$ cat src/rtl/div_unit_if.sv
// Handshake bundle between the execute stage (master) and the multi-cycle divider (slave).
interface div_unit_if #(
  parameter int WIDTH = 32
);
  logic             start_i;
  logic             kill_i;
  logic [1:0]       op_i;
  logic [WIDTH-1:0] dividend_i;
  logic [WIDTH-1:0] divisor_i;
  logic             busy_o;
  logic             valid_o;
  logic [WIDTH-1:0] result_o;

  modport master (
    output start_i, kill_i, op_i, dividend_i, divisor_i,
    input  busy_o, valid_o, result_o
  );

  modport slave (
    input  start_i, kill_i, op_i, dividend_i, divisor_i,
    output busy_o, valid_o, result_o
  );
endinterface

$ cat src/rtl/div_unit.sv
// Radix-2 restoring divider, one quotient bit per cycle, with RISC-V M-extension
// results for divide-by-zero and signed overflow. WIDTH must be at least 4.
module div_unit #(
  parameter int WIDTH = 32
) (
  input  logic      clk_i,
  input  logic      rst_i,
  div_unit_if.slave bus
);
  localparam int CW = $clog2(WIDTH);
  localparam logic [WIDTH-1:0] MIN_INT = {1'b1, {(WIDTH-1){1'b0}}};

  typedef enum logic [1:0] {IDLE, ITER, FIX, SPEC} state_e;

  state_e           state_q;
  logic [CW-1:0]    cnt_q;
  logic             rem_sel_q;
  logic             qneg_q;
  logic             rneg_q;
  logic [WIDTH-1:0] rem_q;
  logic [WIDTH-1:0] quo_q;
  logic [WIDTH-1:0] dvs_q;
  logic [WIDTH-1:0] result_q;
  logic             busy_q;
  logic             valid_q;

  // Operand decode at acceptance
  logic             op_signed;
  logic             a_neg;
  logic             b_neg;
  logic [WIDTH-1:0] a_abs;
  logic [WIDTH-1:0] b_abs;
  logic             div_zero;
  logic             ovf;
  logic [WIDTH-1:0] spec_res;

  assign op_signed = ~bus.op_i[0];
  assign a_neg     = op_signed & bus.dividend_i[WIDTH-1];
  assign b_neg     = op_signed & bus.divisor_i[WIDTH-1];
  assign a_abs     = a_neg ? -bus.dividend_i : bus.dividend_i;
  assign b_abs     = b_neg ? -bus.divisor_i  : bus.divisor_i;
  assign div_zero  = (bus.divisor_i == '0);
  assign ovf       = op_signed && (bus.dividend_i == MIN_INT) && (bus.divisor_i == '1);

  // Remainder of a divide-by-zero is the original, un-negated dividend.
  always_comb begin
    spec_res = '0;
    if (div_zero) begin
      spec_res = bus.op_i[1] ? bus.dividend_i : '1;
    end else begin
      spec_res = bus.op_i[1] ? '0 : MIN_INT;
    end
  end

  // One restoring step; the trial difference fits in WIDTH+1 bits since rem < divisor.
  logic [WIDTH:0]   rem_sh;
  logic [WIDTH:0]   trial;
  logic [WIDTH-1:0] rem_d;
  logic [WIDTH-1:0] quo_d;

  assign rem_sh = {rem_q, quo_q[WIDTH-1]};
  assign trial  = rem_sh - {1'b0, dvs_q};
  assign rem_d  = trial[WIDTH] ? rem_sh[WIDTH-1:0] : trial[WIDTH-1:0];
  assign quo_d  = {quo_q[WIDTH-2:0], ~trial[WIDTH]};

  logic [WIDTH-1:0] fix_res;
  assign fix_res = rem_sel_q ? (rneg_q ? -rem_q : rem_q)
                             : (qneg_q ? -quo_q : quo_q);

  always_ff @(posedge clk_i or posedge rst_i) begin
    if (rst_i) begin
      state_q   <= IDLE;
      cnt_q     <= '0;
      rem_sel_q <= 1'b0;
      qneg_q    <= 1'b0;
      rneg_q    <= 1'b0;
      rem_q     <= '0;
      quo_q     <= '0;
      dvs_q     <= '0;
      result_q  <= '0;
      busy_q    <= 1'b0;
      valid_q   <= 1'b0;
    end else begin
      valid_q <= 1'b0;
      if (state_q != IDLE && bus.kill_i) begin
        state_q <= IDLE;
        busy_q  <= 1'b0;
      end else begin
        case (state_q)
          IDLE: begin
            if (bus.start_i) begin
              busy_q    <= 1'b1;
              rem_sel_q <= bus.op_i[1];
              qneg_q    <= a_neg ^ b_neg;
              rneg_q    <= a_neg;
              cnt_q     <= '0;
              rem_q     <= '0;
              dvs_q     <= b_abs;
              if (div_zero || ovf) begin
                quo_q   <= spec_res;
                state_q <= SPEC;
              end else begin
                quo_q   <= a_abs;
                state_q <= ITER;
              end
            end
          end
          ITER: begin
            rem_q <= rem_d;
            quo_q <= quo_d;
            cnt_q <= cnt_q + CW'(1);
            if (cnt_q == CW'(WIDTH - 1)) begin
              state_q <= FIX;
            end
          end
          FIX: begin
            result_q <= fix_res;
            valid_q  <= 1'b1;
            busy_q   <= 1'b0;
            state_q  <= IDLE;
          end
          SPEC: begin
            result_q <= quo_q;
            valid_q  <= 1'b1;
            busy_q   <= 1'b0;
            state_q  <= IDLE;
          end
          default: state_q <= IDLE;
        endcase
      end
    end
  end

  assign bus.busy_o   = busy_q;
  assign bus.valid_o  = valid_q;
  assign bus.result_o = result_q;
endmodule

$ cat src/flat_wrapper.sv
// flat-port wrapper written by rule: the top's interface ports become plain ports
module div_unit_flat 
#(
  parameter int WIDTH = 32
)
  (clk_i, rst_i, bus_start_i, bus_kill_i, bus_op_i, bus_dividend_i, bus_divisor_i, bus_busy_o, bus_valid_o, bus_result_o);
  div_unit_if #(.WIDTH(WIDTH)) bus_i ();
  input  logic clk_i;
  input  logic rst_i;
  input wire logic [$bits(bus_i.start_i)-1:0] bus_start_i;
  input wire logic [$bits(bus_i.kill_i)-1:0] bus_kill_i;
  input wire logic [$bits(bus_i.op_i)-1:0] bus_op_i;
  input wire logic [$bits(bus_i.dividend_i)-1:0] bus_dividend_i;
  input wire logic [$bits(bus_i.divisor_i)-1:0] bus_divisor_i;
  output wire logic [$bits(bus_i.busy_o)-1:0] bus_busy_o;
  output wire logic [$bits(bus_i.valid_o)-1:0] bus_valid_o;
  output wire logic [$bits(bus_i.result_o)-1:0] bus_result_o;
  assign bus_i.start_i = bus_start_i;
  assign bus_i.kill_i = bus_kill_i;
  assign bus_i.op_i = bus_op_i;
  assign bus_i.dividend_i = bus_dividend_i;
  assign bus_i.divisor_i = bus_divisor_i;
  assign bus_busy_o = bus_i.busy_o;
  assign bus_valid_o = bus_i.valid_o;
  assign bus_result_o = bus_i.result_o;
  div_unit #(.WIDTH(WIDTH)) u_core (.clk_i(clk_i), .rst_i(rst_i), .bus(bus_i));
endmodule
$ cat config.mk
export PLATFORM = sky130hd
export DESIGN_NAME = div_unit_flat
export DESIGN_NICKNAME = d
export VERILOG_FILES = /design/src/rtl/div_unit_if.sv /design/src/rtl/div_unit.sv /design/src/flat_wrapper.sv
export SDC_FILE = /design/constraint.sdc
export NUM_CORES = 1
export LEC_CHECK = 0
export BUFFER_PORTS_ARGS = -buffer_cell sky130_fd_sc_hd__clkbuf_2
export CORE_MARGIN = 2
export CORE_UTILIZATION = 61
export DETAILED_ROUTE_END_ITERATION = 12
export GPL_TIMING_DRIVEN = 0
export PLACE_DENSITY_LB_ADDON = 0.1
export SYNTH_ARGS = -nofsm -noshare
export SYNTH_HDL_FRONTEND = slang
export SYNTH_SLANG_ARGS = --single-unit
$ cat constraint.sdc
create_clock -name clk_i -period 5 [get_ports clk_i]
set_clock_uncertainty 0.1 [all_clocks]
set_input_delay 0.5 -clock clk_i [delete_from_list [all_inputs] [get_ports clk_i]]
set_output_delay 0.5 -clock clk_i [all_outputs]
set_load 0.02 [all_outputs]
==> metrics.txt <==
Clk Latency, worst-skew pair ~0.44 ns; clock sink total 140; synthesized instance count 1,452; Non-Filler Instances roughly 1,800; vias in the first global route approximately 11,000; share of the yosys chip area belonging to registers 31.4%; drt drc 0; WL final roughly 37 mm; core footprint roughly 18,000 sq um; flop-to-flop setup slack about 0.63 ns; pwr dens 714 nW/um^2; CP peak stage delay ~0.57 ns; RR Endpoint u_core.rem_q[15]$_DFFE_PP0P_; area share of the largest cell type after synthesis about a third; RD Place Congestion ~0.96; EDFF count, synth 0; Total Power 8980 uW; Synth Area per Inst between 7 and 8 sq um; post-synthesis cell area ~11,000 sq um; # fillers 1,516; area leader, netlist dfrtp_1; Top delay family on crit path compound AO/OA/AOI/OAI gates; Vias about 12,000; Peak Freq roughly 0.23 GHz; max-slew violations 0; kind of end point of the critical path flip-flop; Critical path destination u_core.rem_q[15]$_DFFE_PP0P_; Overall Global Routing Usage about two fifths; Tmin final 4.37 ns; initial antenna violation count 0; H-tree levels 4; placed wire-length estimate 28.4 mm; CP bufs+invs 3; clock root cell clkbuf_16; total CTS buffers 17; RSZ-0062 raised after global routing false; CP Depth 14; CP max FO 10; ratio of cells with drive above 1 in the final layout about 11%; CP startpoint u_core.quo_q[31]$_DFFE_PP0P_; critical-path cell list inv_1, ha_1, fa_1, nand2b_1, a21oi_1, o211ai_1, a2111oi_2, o21ai_1, a21oi_1, xnor2_1, buf_2, buf_2, mux2i_1, o22ai_1; most frequent cell after synthesis o21ai_0; Die H 139 microns; Die W about 140 microns; ys async rst share 100%; Area Growth Syn to Fin 12.8%; # setup viols final 0; 1st-pass router iterations 7; Final Util about 70%; register bit total from synthesis between 100 and 150; critical path startpoint category flip-flop; VDD IR max around 550 uV; status finished, final reports clean; CTS Buffer Depth 2; Maximum Capacitance Violations 0; Critical Path AT ~4.6 ns; antenna cells 0; routed length per instance ~20 microns; Lkg Pwr 0.00556 uW; Antenna Violating Nets Remaining 0; first-pass GRT wire length between 50 and 60 mm; reg2reg start u_core.quo_q[31]$_DFFE_PP0P_; die area 19,400 sq um; largest net degree at the start of global routing 97; clock tree from TritonCTS yes; syn_nets roughly 1,600; clock-pin slew of the registers on the worst-case setup and hold paths about 0.07 ns; worst reg-to-reg path cell count 14; YS warnings 0; I/O Buffers 102; synth cell count leaders o21ai_0, nand2_1, a21oi_1; fin crit share 87.4%; Synth area leaders dfrtp_1, o21ai_0, a21oi_1; Netlist cell types just over 80; GRT overflow 0; Hold Vio Cnt, Final 0; dpl cells ~1,800; Placement Rows 49; # resized after CTS 0; relative slew slack ~44%; DR iter-0 viols approximately 1,500; worst min path class input pin to flip-flop; Slew @ Worst Pin around 0.83 ns; nets around 1,700; Synth Flop Type dfrtp_1; WS Path Type flip-flop to flip-flop; postcts setup bufs 0; Vias per Instance between 6 and 7; final setup TNS 0 ns; Worst EP required 5.19 ns; I/O Pins 104; Starting Density between 60 and 70%; Worst path slowest cell a2111oi_2
## area by class of cell
| type | count | area (sq um) | area share, % |
|---|---|---|---|
| clock inverter | 13 | 154 | 1.22 |
| clock buffer | 19 | 433 | 3.44 |
| multi-input combinational | 1175 | 7110 | 56.6 |
| sequential | 140 | 3500 | 27.9 |
| timing repair buffer | 104 | 548 | 4.36 |
| inverter | 60 | 230 | 1.83 |
| tap | 229 | 287 | 2.28 |
| buffer | 77 | 307 | 2.44 |
## metrics by stage
stage | instance area, sq um | hold WS [ns] | setup slack [ns]
global route | 12600 | 0.266 | 0.396
CTS | 12600 | 0.240 | 0.717
detailed placement | 12000 | 0.365 | 0.738
floorplan | 11100 | 0.350 | 0.647
finish | 12600 | 0.244 | 0.628
global placement | 11900 | 0.362 | -0.793
## kinds of logic (layout without fill, tap and decap cells)
logic type | count (synthesis) | in the layout | share of synthesized area (%)
compound gates | 503 | 503 | 27.0
xor+xnor | 95 | 95 | 7.46
fa+ha+maj | 40 | 40 | 4.56
buf+inv | 137 | 273 | 4.77
flops | 140 | 140 | 31.4
mux | 28 | 28 | 2.53
simple gates | 509 | 509 | 22.3
## state kept, by name (all words and copies together) (netlist names)
name / count
u_core.quo_q: 32
u_core.rneg_q: 1
u_core.qneg_q: 1
u_core.rem_q: 32
u_core.bus.result_o: 32
u_core.bus.busy_o: 1
u_core.bus.valid_o: 1
u_core.dvs_q: 32
u_core.rem_sel_q: 1
u_core.state_q: 2
u_core.cnt_q: 5
## placed cells by master, fill, tap and decap left out, types with 27 or more instances in the layout
cell type / synthesis / final
o21ai_0: 163 / 163
nand2_1: 158 / 158
a21oi_1: 143 / 143
nor2_1: 141 / 141
dfrtp_1: 140 / 140
clkbuf_2: 0 / 102
clkbuf_1: 65 / 67
inv_1: 58 / 57
xnor2_1: 56 / 56
nor3_1: 46 / 46
xor2_1: 39 / 39
ha_1: 39 / 39
mux2i_1: 27 / 27
## power by group
| group | total (uW) | switching (uW) | internal [uW] |
|---|---|---|---|
| logic | 5360 | 3330 | 2030 |
| registers | 2340 | 715 | 1630 |
| clock network | 1280 | 530 | 745 |
| total | 8980 | 4570 | 4400 |
## worst min path at each step
stage	from	end	slack [ns]	cells past startpoint
detailed placement	u_core.bus.result_o[13]$_DFFE_PP0P_	u_core.bus.result_o[13]$_DFFE_PP0P_	0.36	2
floorplan	u_core.dvs_q[10]$_DFFE_PP0P_	u_core.dvs_q[10]$_DFFE_PP0P_	0.35	2
global route	bus_op_i[0]	u_core.qneg_q$_DFFE_PP0P_	0.27	2
CTS	bus_op_i[0]	u_core.qneg_q$_DFFE_PP0P_	0.24	2
global placement	u_core.bus.result_o[2]$_DFFE_PP0P_	u_core.bus.result_o[2]$_DFFE_PP0P_	0.36	2
finish	bus_divisor_i[31]	u_core.dvs_q[31]$_DFFE_PP0P_	0.24	3
## metal layers
| metal | track usage (%) | part of all wire [%] | vias up |
|---|---|---|---|
| met5 | 0 | 0 | - |
| met4 | 13.3 | 3.1 | 0 |
| met3 | 7.01 | 11 | 92 |
| met2 | 57.8 | 44 | 751 |
| met1 | 55.5 | 43 | 5663 |
| li1 | - | - | 5489 |
## worst min-delay path, delay by kind of cell
kind | cells | cell delay (ns)
simple gates | 1 | 0.07
buf+inv | 1 | 0.12
compound gates | 1 | 0.06
## timing repair
| action | 4_1_cts | 5_1_grt |
|---|---|---|
| setup endpoints to repair | 0 | 0 |
| hold buffers | 1 | 0 |
| hold endpoints to repair | 17 | 0 |
(Power assumes the default switching activity.)
